<file path="src/rtl/hilo_muldiv_controller_if.sv">
// Execute-stage <-> HI/LO sequencer connection: operation request, flush,
// MFHI/MFLO hazard input, and the HI/LO register-file write port.
interface hilo_muldiv_controller_if;
  logic        start;
  logic [1:0]  op;
  logic [31:0] operand_a;
  logic [31:0] operand_b;
  logic        abort;
  logic        hilo_read_request;
  logic        busy;
  logic        stall;
  logic        HI_write_enable;
  logic        LO_write_enable;
  logic [31:0] HI_write_data;
  logic [31:0] LO_write_data;

  modport master (
    output start, op, operand_a, operand_b, abort, hilo_read_request,
    input  busy, stall, HI_write_enable, LO_write_enable, HI_write_data, LO_write_data
  );

  modport slave (
    input  start, op, operand_a, operand_b, abort, hilo_read_request,
    output busy, stall, HI_write_enable, LO_write_enable, HI_write_data, LO_write_data
  );
endinterface

</file>
<file path="src/rtl/hilo_muldiv_controller.sv">
// MULT/MULTU/DIV/DIVU sequencer: 32-cycle radix-2 shift-add multiply or restoring
// divide on magnitudes, one sign-fix cycle, then a single-cycle HI/LO write.
module hilo_muldiv_controller #(
  parameter logic [31:0] DIV0_LO             = 32'hFFFFFFFF,
  parameter bit          DIV0_HI_IS_DIVIDEND = 1'b1
) (
  input logic                      clk,
  input logic                      reset,
  hilo_muldiv_controller_if.slave  bus
);

  localparam logic [1:0] IDLE = 2'd0;
  localparam logic [1:0] CALC = 2'd1;
  localparam logic [1:0] FIX  = 2'd2;
  localparam logic [1:0] WR   = 2'd3;

  logic [1:0]  state_reg;
  logic [4:0]  count_reg;
  logic        is_div_reg;
  logic        neg_result_reg;
  logic        neg_rem_reg;
  logic        div_zero_reg;
  logic [31:0] dividend_reg;
  logic [31:0] mcand_reg;     // multiplicand magnitude, or divisor magnitude
  logic [63:0] prod_reg;      // product; low half doubles as dividend/quotient shifter
  logic [31:0] rem_reg;
  logic [31:0] hi_data_reg;
  logic [31:0] lo_data_reg;

  // Operand magnitudes; 0x80000000 negates to itself, which is correct as unsigned.
  logic        signed_op;
  logic [31:0] mag_a;
  logic [31:0] mag_b;

  assign signed_op = ~bus.op[0];
  assign mag_a = (signed_op && bus.operand_a[31]) ? (~bus.operand_a + 32'd1) : bus.operand_a;
  assign mag_b = (signed_op && bus.operand_b[31]) ? (~bus.operand_b + 32'd1) : bus.operand_b;

  // Multiply iteration: conditional add into the upper half, carry kept, then shift right.
  logic [32:0] mul_sum;
  logic [63:0] mul_next;

  assign mul_sum  = {1'b0, prod_reg[63:32]} + {1'b0, mcand_reg};
  assign mul_next = prod_reg[0] ? {mul_sum, prod_reg[31:1]} : {1'b0, prod_reg[63:1]};

  // Divide iteration: 33-bit partial remainder; it is always below twice the divisor,
  // so the borrow bit of the trial subtraction is an exact "does not fit" flag.
  logic [32:0] div_shift;
  logic [32:0] div_diff;
  logic        div_ge;
  logic [31:0] rem_next;
  logic [31:0] quo_next;

  assign div_shift = {rem_reg, prod_reg[31]};
  assign div_diff  = div_shift - {1'b0, mcand_reg};
  assign div_ge    = ~div_diff[32];
  assign rem_next  = div_ge ? div_diff[31:0] : div_shift[31:0];
  assign quo_next  = {prod_reg[30:0], div_ge};

  // Sign correction: quotient/product by operand-sign XOR, remainder follows dividend.
  logic [63:0] prod_fixed;
  logic [31:0] quo_fixed;
  logic [31:0] rem_fixed;
  logic [31:0] hi_next;
  logic [31:0] lo_next;

  always_comb begin
    prod_fixed = neg_result_reg ? (~prod_reg + 64'd1) : prod_reg;
    quo_fixed  = neg_result_reg ? (~prod_reg[31:0] + 32'd1) : prod_reg[31:0];
    rem_fixed  = neg_rem_reg ? (~rem_reg + 32'd1) : rem_reg;
    hi_next    = prod_fixed[63:32];
    lo_next    = prod_fixed[31:0];
    if (is_div_reg) begin
      if (div_zero_reg) begin
        hi_next = DIV0_HI_IS_DIVIDEND ? dividend_reg : 32'd0;
        lo_next = DIV0_LO;
      end else begin
        hi_next = rem_fixed;
        lo_next = quo_fixed;
      end
    end
  end

  always_ff @(posedge clk) begin
    if (reset) begin
      state_reg      <= IDLE;
      count_reg      <= '0;
      is_div_reg     <= 1'b0;
      neg_result_reg <= 1'b0;
      neg_rem_reg    <= 1'b0;
      div_zero_reg   <= 1'b0;
      dividend_reg   <= '0;
      mcand_reg      <= '0;
      prod_reg       <= '0;
      rem_reg        <= '0;
      hi_data_reg    <= '0;
      lo_data_reg    <= '0;
    end else begin
      case (state_reg)
        IDLE: begin
          if (bus.start && !bus.abort) begin
            state_reg      <= CALC;
            count_reg      <= '0;
            is_div_reg     <= bus.op[1];
            neg_result_reg <= signed_op & (bus.operand_a[31] ^ bus.operand_b[31]);
            neg_rem_reg    <= signed_op & bus.operand_a[31];
            div_zero_reg   <= (bus.operand_b == 32'd0);
            dividend_reg   <= bus.operand_a;
            mcand_reg      <= bus.op[1] ? mag_b : mag_a;
            prod_reg       <= {32'd0, (bus.op[1] ? mag_a : mag_b)};
            rem_reg        <= '0;
          end
        end
        CALC: begin
          if (bus.abort) begin
            state_reg <= IDLE;
          end else begin
            prod_reg  <= is_div_reg ? {32'd0, quo_next} : mul_next;
            if (is_div_reg)
              rem_reg <= rem_next;
            count_reg <= count_reg + 5'd1;
            if (count_reg == 5'd31)
              state_reg <= FIX;
          end
        end
        FIX: begin
          if (bus.abort) begin
            state_reg <= IDLE;
          end else begin
            hi_data_reg <= hi_next;
            lo_data_reg <= lo_next;
            state_reg   <= WR;
          end
        end
        // The instruction has committed by WR, so abort no longer cancels the write.
        WR:      state_reg <= IDLE;
        default: state_reg <= IDLE;
      endcase
    end
  end

  assign bus.busy            = (state_reg != IDLE);
  assign bus.stall           = (bus.hilo_read_request | bus.start) & bus.busy;
  assign bus.HI_write_enable = (state_reg == WR);
  assign bus.LO_write_enable = (state_reg == WR);
  assign bus.HI_write_data   = hi_data_reg;
  assign bus.LO_write_data   = lo_data_reg;

endmodule

</file>
<file path="src/flat_wrapper.sv">
// flat-port wrapper written by rule: the top's interface ports become plain ports
module hilo_muldiv_controller_flat 
#(
  parameter logic [31:0] DIV0_LO             = 32'hFFFFFFFF,
  parameter bit          DIV0_HI_IS_DIVIDEND = 1'b1
)
  (clk, reset, bus_start, bus_op, bus_operand_a, bus_operand_b, bus_abort, bus_hilo_read_request, bus_busy, bus_stall, bus_HI_write_enable, bus_LO_write_enable, bus_HI_write_data, bus_LO_write_data);
  hilo_muldiv_controller_if bus_i ();
  input logic clk;
  input logic reset;
  input wire logic [$bits(bus_i.start)-1:0] bus_start;
  input wire logic [$bits(bus_i.op)-1:0] bus_op;
  input wire logic [$bits(bus_i.operand_a)-1:0] bus_operand_a;
  input wire logic [$bits(bus_i.operand_b)-1:0] bus_operand_b;
  input wire logic [$bits(bus_i.abort)-1:0] bus_abort;
  input wire logic [$bits(bus_i.hilo_read_request)-1:0] bus_hilo_read_request;
  output wire logic [$bits(bus_i.busy)-1:0] bus_busy;
  output wire logic [$bits(bus_i.stall)-1:0] bus_stall;
  output wire logic [$bits(bus_i.HI_write_enable)-1:0] bus_HI_write_enable;
  output wire logic [$bits(bus_i.LO_write_enable)-1:0] bus_LO_write_enable;
  output wire logic [$bits(bus_i.HI_write_data)-1:0] bus_HI_write_data;
  output wire logic [$bits(bus_i.LO_write_data)-1:0] bus_LO_write_data;
  assign bus_i.start = bus_start;
  assign bus_i.op = bus_op;
  assign bus_i.operand_a = bus_operand_a;
  assign bus_i.operand_b = bus_operand_b;
  assign bus_i.abort = bus_abort;
  assign bus_i.hilo_read_request = bus_hilo_read_request;
  assign bus_busy = bus_i.busy;
  assign bus_stall = bus_i.stall;
  assign bus_HI_write_enable = bus_i.HI_write_enable;
  assign bus_LO_write_enable = bus_i.LO_write_enable;
  assign bus_HI_write_data = bus_i.HI_write_data;
  assign bus_LO_write_data = bus_i.LO_write_data;
  hilo_muldiv_controller #(.DIV0_LO(DIV0_LO), .DIV0_HI_IS_DIVIDEND(DIV0_HI_IS_DIVIDEND)) u_core (.clk(clk), .reset(reset), .bus(bus_i));
endmodule
</file>
<file path="config.mk">
export PLATFORM = sky130hd
export DESIGN_NAME = hilo_muldiv_controller_flat
export DESIGN_NICKNAME = d
export VERILOG_FILES = /design/src/rtl/hilo_muldiv_controller_if.sv /design/src/rtl/hilo_muldiv_controller.sv /design/src/flat_wrapper.sv
export SDC_FILE = /design/constraint.sdc
export NUM_CORES = 1
export LEC_CHECK = 0
export BUFFER_PORTS_ARGS = -buffer_cell sky130_fd_sc_hd__buf_4
export CELL_PAD_IN_SITES_DETAIL_PLACEMENT = 0
export CELL_PAD_IN_SITES_GLOBAL_PLACEMENT = 1
export CORE_ASPECT_RATIO = 1.1
export CORE_MARGIN = 4
export CORE_UTILIZATION = 35
export CTS_BUF_LIST = sky130_fd_sc_hd__clkbuf_8
export CTS_CLUSTER_SIZE = 24
export DETAILED_ROUTE_END_ITERATION = 8
export PLACE_DENSITY = 0.67
export RECOVER_POWER = 50
export SYNTH_ARGS = -nofsm -noshare
export SYNTH_HDL_FRONTEND = slang
export SYNTH_SLANG_ARGS = --single-unit
</file>
<file path="constraint.sdc">
create_clock -name clk -period 6.7 [get_ports clk]
set_input_delay 1.34 -clock clk [delete_from_list [all_inputs] [get_ports clk]]
set_output_delay 1.34 -clock clk [all_outputs]
set_load 0.03 [all_outputs]
</file>
==> run metrics <==
global-route wire length before repair 101000 um; Top Ports 139; outcome finished with violations; crit path launch bus_abort; fillcell total 5110; fmax 196 MHz; die area 52200 um2; total routed wirelength 68500 um; total iterations of the first detailed-routing run 5; flops & latches, synth 235; sequential share of the synthesized area 0.277; Worst-Skew Late Latency 650 ps; drt wl/cell 23.0 um; post-synth top area cell dfxtp_1; EDFF count, synth 0; Final TNS setup 0 ps; Final setup violation count 0; fin util 0.402; Port Buffers 138; worst-path fanout max 82; kind of critical path input port to flip-flop; Worst-Margin Slew 3890 ps; GR Util met2 0.400; fraction of layout cells with a size suffix above 1 0.0940; power density cells 203 nW/um2; failing checks max-capacitance violations, max-slew violations; core area 47900 um2; Max Slew Vio Count 221; Yosys cell types 80; Mean Syn Cell Area 7.59 um2; Die W 218 um; hpwl dp 51900 um; worst reg2reg startpoint u_core.state_reg[1]$_SDFFE_PP0P_; M3 GR Usage 0.0340; CTS tree built; Vias per Instance 5.76; Starting Density 0.355; Clock Skew 38.3 ps; Mapped Cells 2242; Hold Path Origin u_core.bus.HI_write_data[9]$_SDFFE_PP0P_; CP endpoint kind flip-flop; type of the tightest min-delay check flip-flop to flip-flop; VDD IR-drop max 0.117 mV; gr busiest metal met2; Placed Cells incl. Taps 2893; post-CTS sizing 0; commonest non-fill, non-tap cell in the layout nand2_1; CTS Hold Buffers Added 0; initial antenna violation count 2; syn nets 2385; CTS Buffer Depth 3; Hold Violations, Final 0; Yosys Warn Count 0; hold slack 455 ps; cts bufs inserted 45; met1 GRT Util 0.344; mapped cell area 17000 um2; most frequent cells in the layout nand2_1, nor2_1, dfxtp_1, a21oi_1, o21ai_0; pin count of the biggest net entering global routing 83; Rows 84; Via Count 17100; Slew HR -1.60; clk sinks 235; Max Cap Viol 4; initial drt markers 1438; Min Clock Period, post-route 5100 ps; Final #Nets 2438; ys async rst share 0; GRT Total Usage 0.251; Worst setup SP type input port; CTS root buf clkbuf_8; max reg flops 64; Yosys top cell area share 0.277; Post-synth top flop dfxtp_1; H-tree depth 2; DIE HEIGHT 239 um; vias in the first global route 15900; Congestion Overflow GR 0; CP Data Required Time 7240 ps; arrival time at the worst endpoint 5640 ps; RSZ-0062 raised after global routing no; post-route ant nets 0; largest cells by area after synthesis dfxtp_1, xor2_1, a21oi_1; Leak Pwr 0.00755 uW; Non-Filler Instances 2977; Clk pin slew, worst setup/hold paths 70 ps; DRC 0; Layout area overhead 13.3%; Final GP Congestion 0.939; Post-CTS Setup Inserts 0; Total Power 3910 uW; final period utilization 0.761
synthesized netlist by cell type (all sizes together), types with 4 or more instances:
cell and number:
nand2 240, nor2 239, dfxtp 235, a21oi 191
clkbuf 139, o21ai 138, xor2 115, xnor2 87
mux2i 83, a211oi 75, ha 70, inv 66
nor3 47, o31ai 38, a21o 34, nand3 34
o211ai 28, o22ai 28, a22oi 27, or4 26
a31oi 24, o41ai 23, nand2b 22, or3 22
buf 18, nor2b 18, nor4 16, o21a 16
a311oi 10, and3 10, mux2 10, or2 10
nand4 9, a32oi 7, and2 7, nand3b 7
a222oi 6, nor3b 6, o2111ai 6, a22o 5
a31o 4, o221ai 4
final timing paths:
path,end,slack (ps),cells past startpoint
hold reg to reg,u_core.bus.HI_write_data[9]$_SDFFE_PP0P_,450,2
setup reg to reg,u_core.prod_reg[0]$_SDFFE_PP0P_,1630,8
hold / removal,u_core.bus.HI_write_data[9]$_SDFFE_PP0P_,450,2
setup / recovery,u_core.mcand_reg[15]$_SDFFE_PP0P_,1600,5
through the flow:
| stage | instance area (um2) | worst slack [ps] |
|---|---|---|
| floorplan | 17000 | 2980 |
| global placement | 18500 | 2080 |
| detailed placement | 18500 | 2160 |
| CTS | 19500 | 2630 |
| global route | 19300 | 1250 |
| finish | 19300 | 1600 |
worst max-delay path, cell delays in order:
cell	delay, ps
buf_4	190
nor3b_2	210
clkbuf_1	2750
o211ai_1	750
a21oi_1	360
metal layers:
layer / vias up / wire, um
met4: 0 / 2860
met5: - / 0
met1: 8248 / 30700
met3: 115 / 4030
li1: 8209 / -
met2: 577 / 30900
final cells by class:
cell class              count  area [um2]  area share
repair buffers            163         968      0.0502
diodes                      2        5.00    0.000260
flip-flops and latches    235        4710       0.244
well taps                 645         807      0.0419
clock inverters            23         225      0.0117
multi-input cells        1783       11500       0.597
inverters                  67         251      0.0130
clock buffers              59         812      0.0421
power breakdown:
part	leakage, uW	internal [uW]	switching [uW]	total [uW]
combinational	0.00507	268	453	721
sequential	0.00191	1440	77.3	1510
clock	0.000568	951	724	1670
cells by family (layout without fill, tap and decap cells):
| kind of cell | count (synthesis) | after routing | share of synthesized area |
|---|---|---|---|
| buffers and inverters | 224 | 312 | 0.0505 |
| xor gates and xnor gates | 202 | 202 | 0.104 |
| and+or+nand+nor | 721 | 721 | 0.195 |
| other | 0 | 2 | 0 |
| muxes | 93 | 93 | 0.0555 |
| AOI/OAI and AO/OA | 695 | 695 | 0.264 |
| DFF | 235 | 235 | 0.277 |
| adders and majority gates | 72 | 72 | 0.0538 |
No activity file was read; power rests on OpenSTA's default activity.
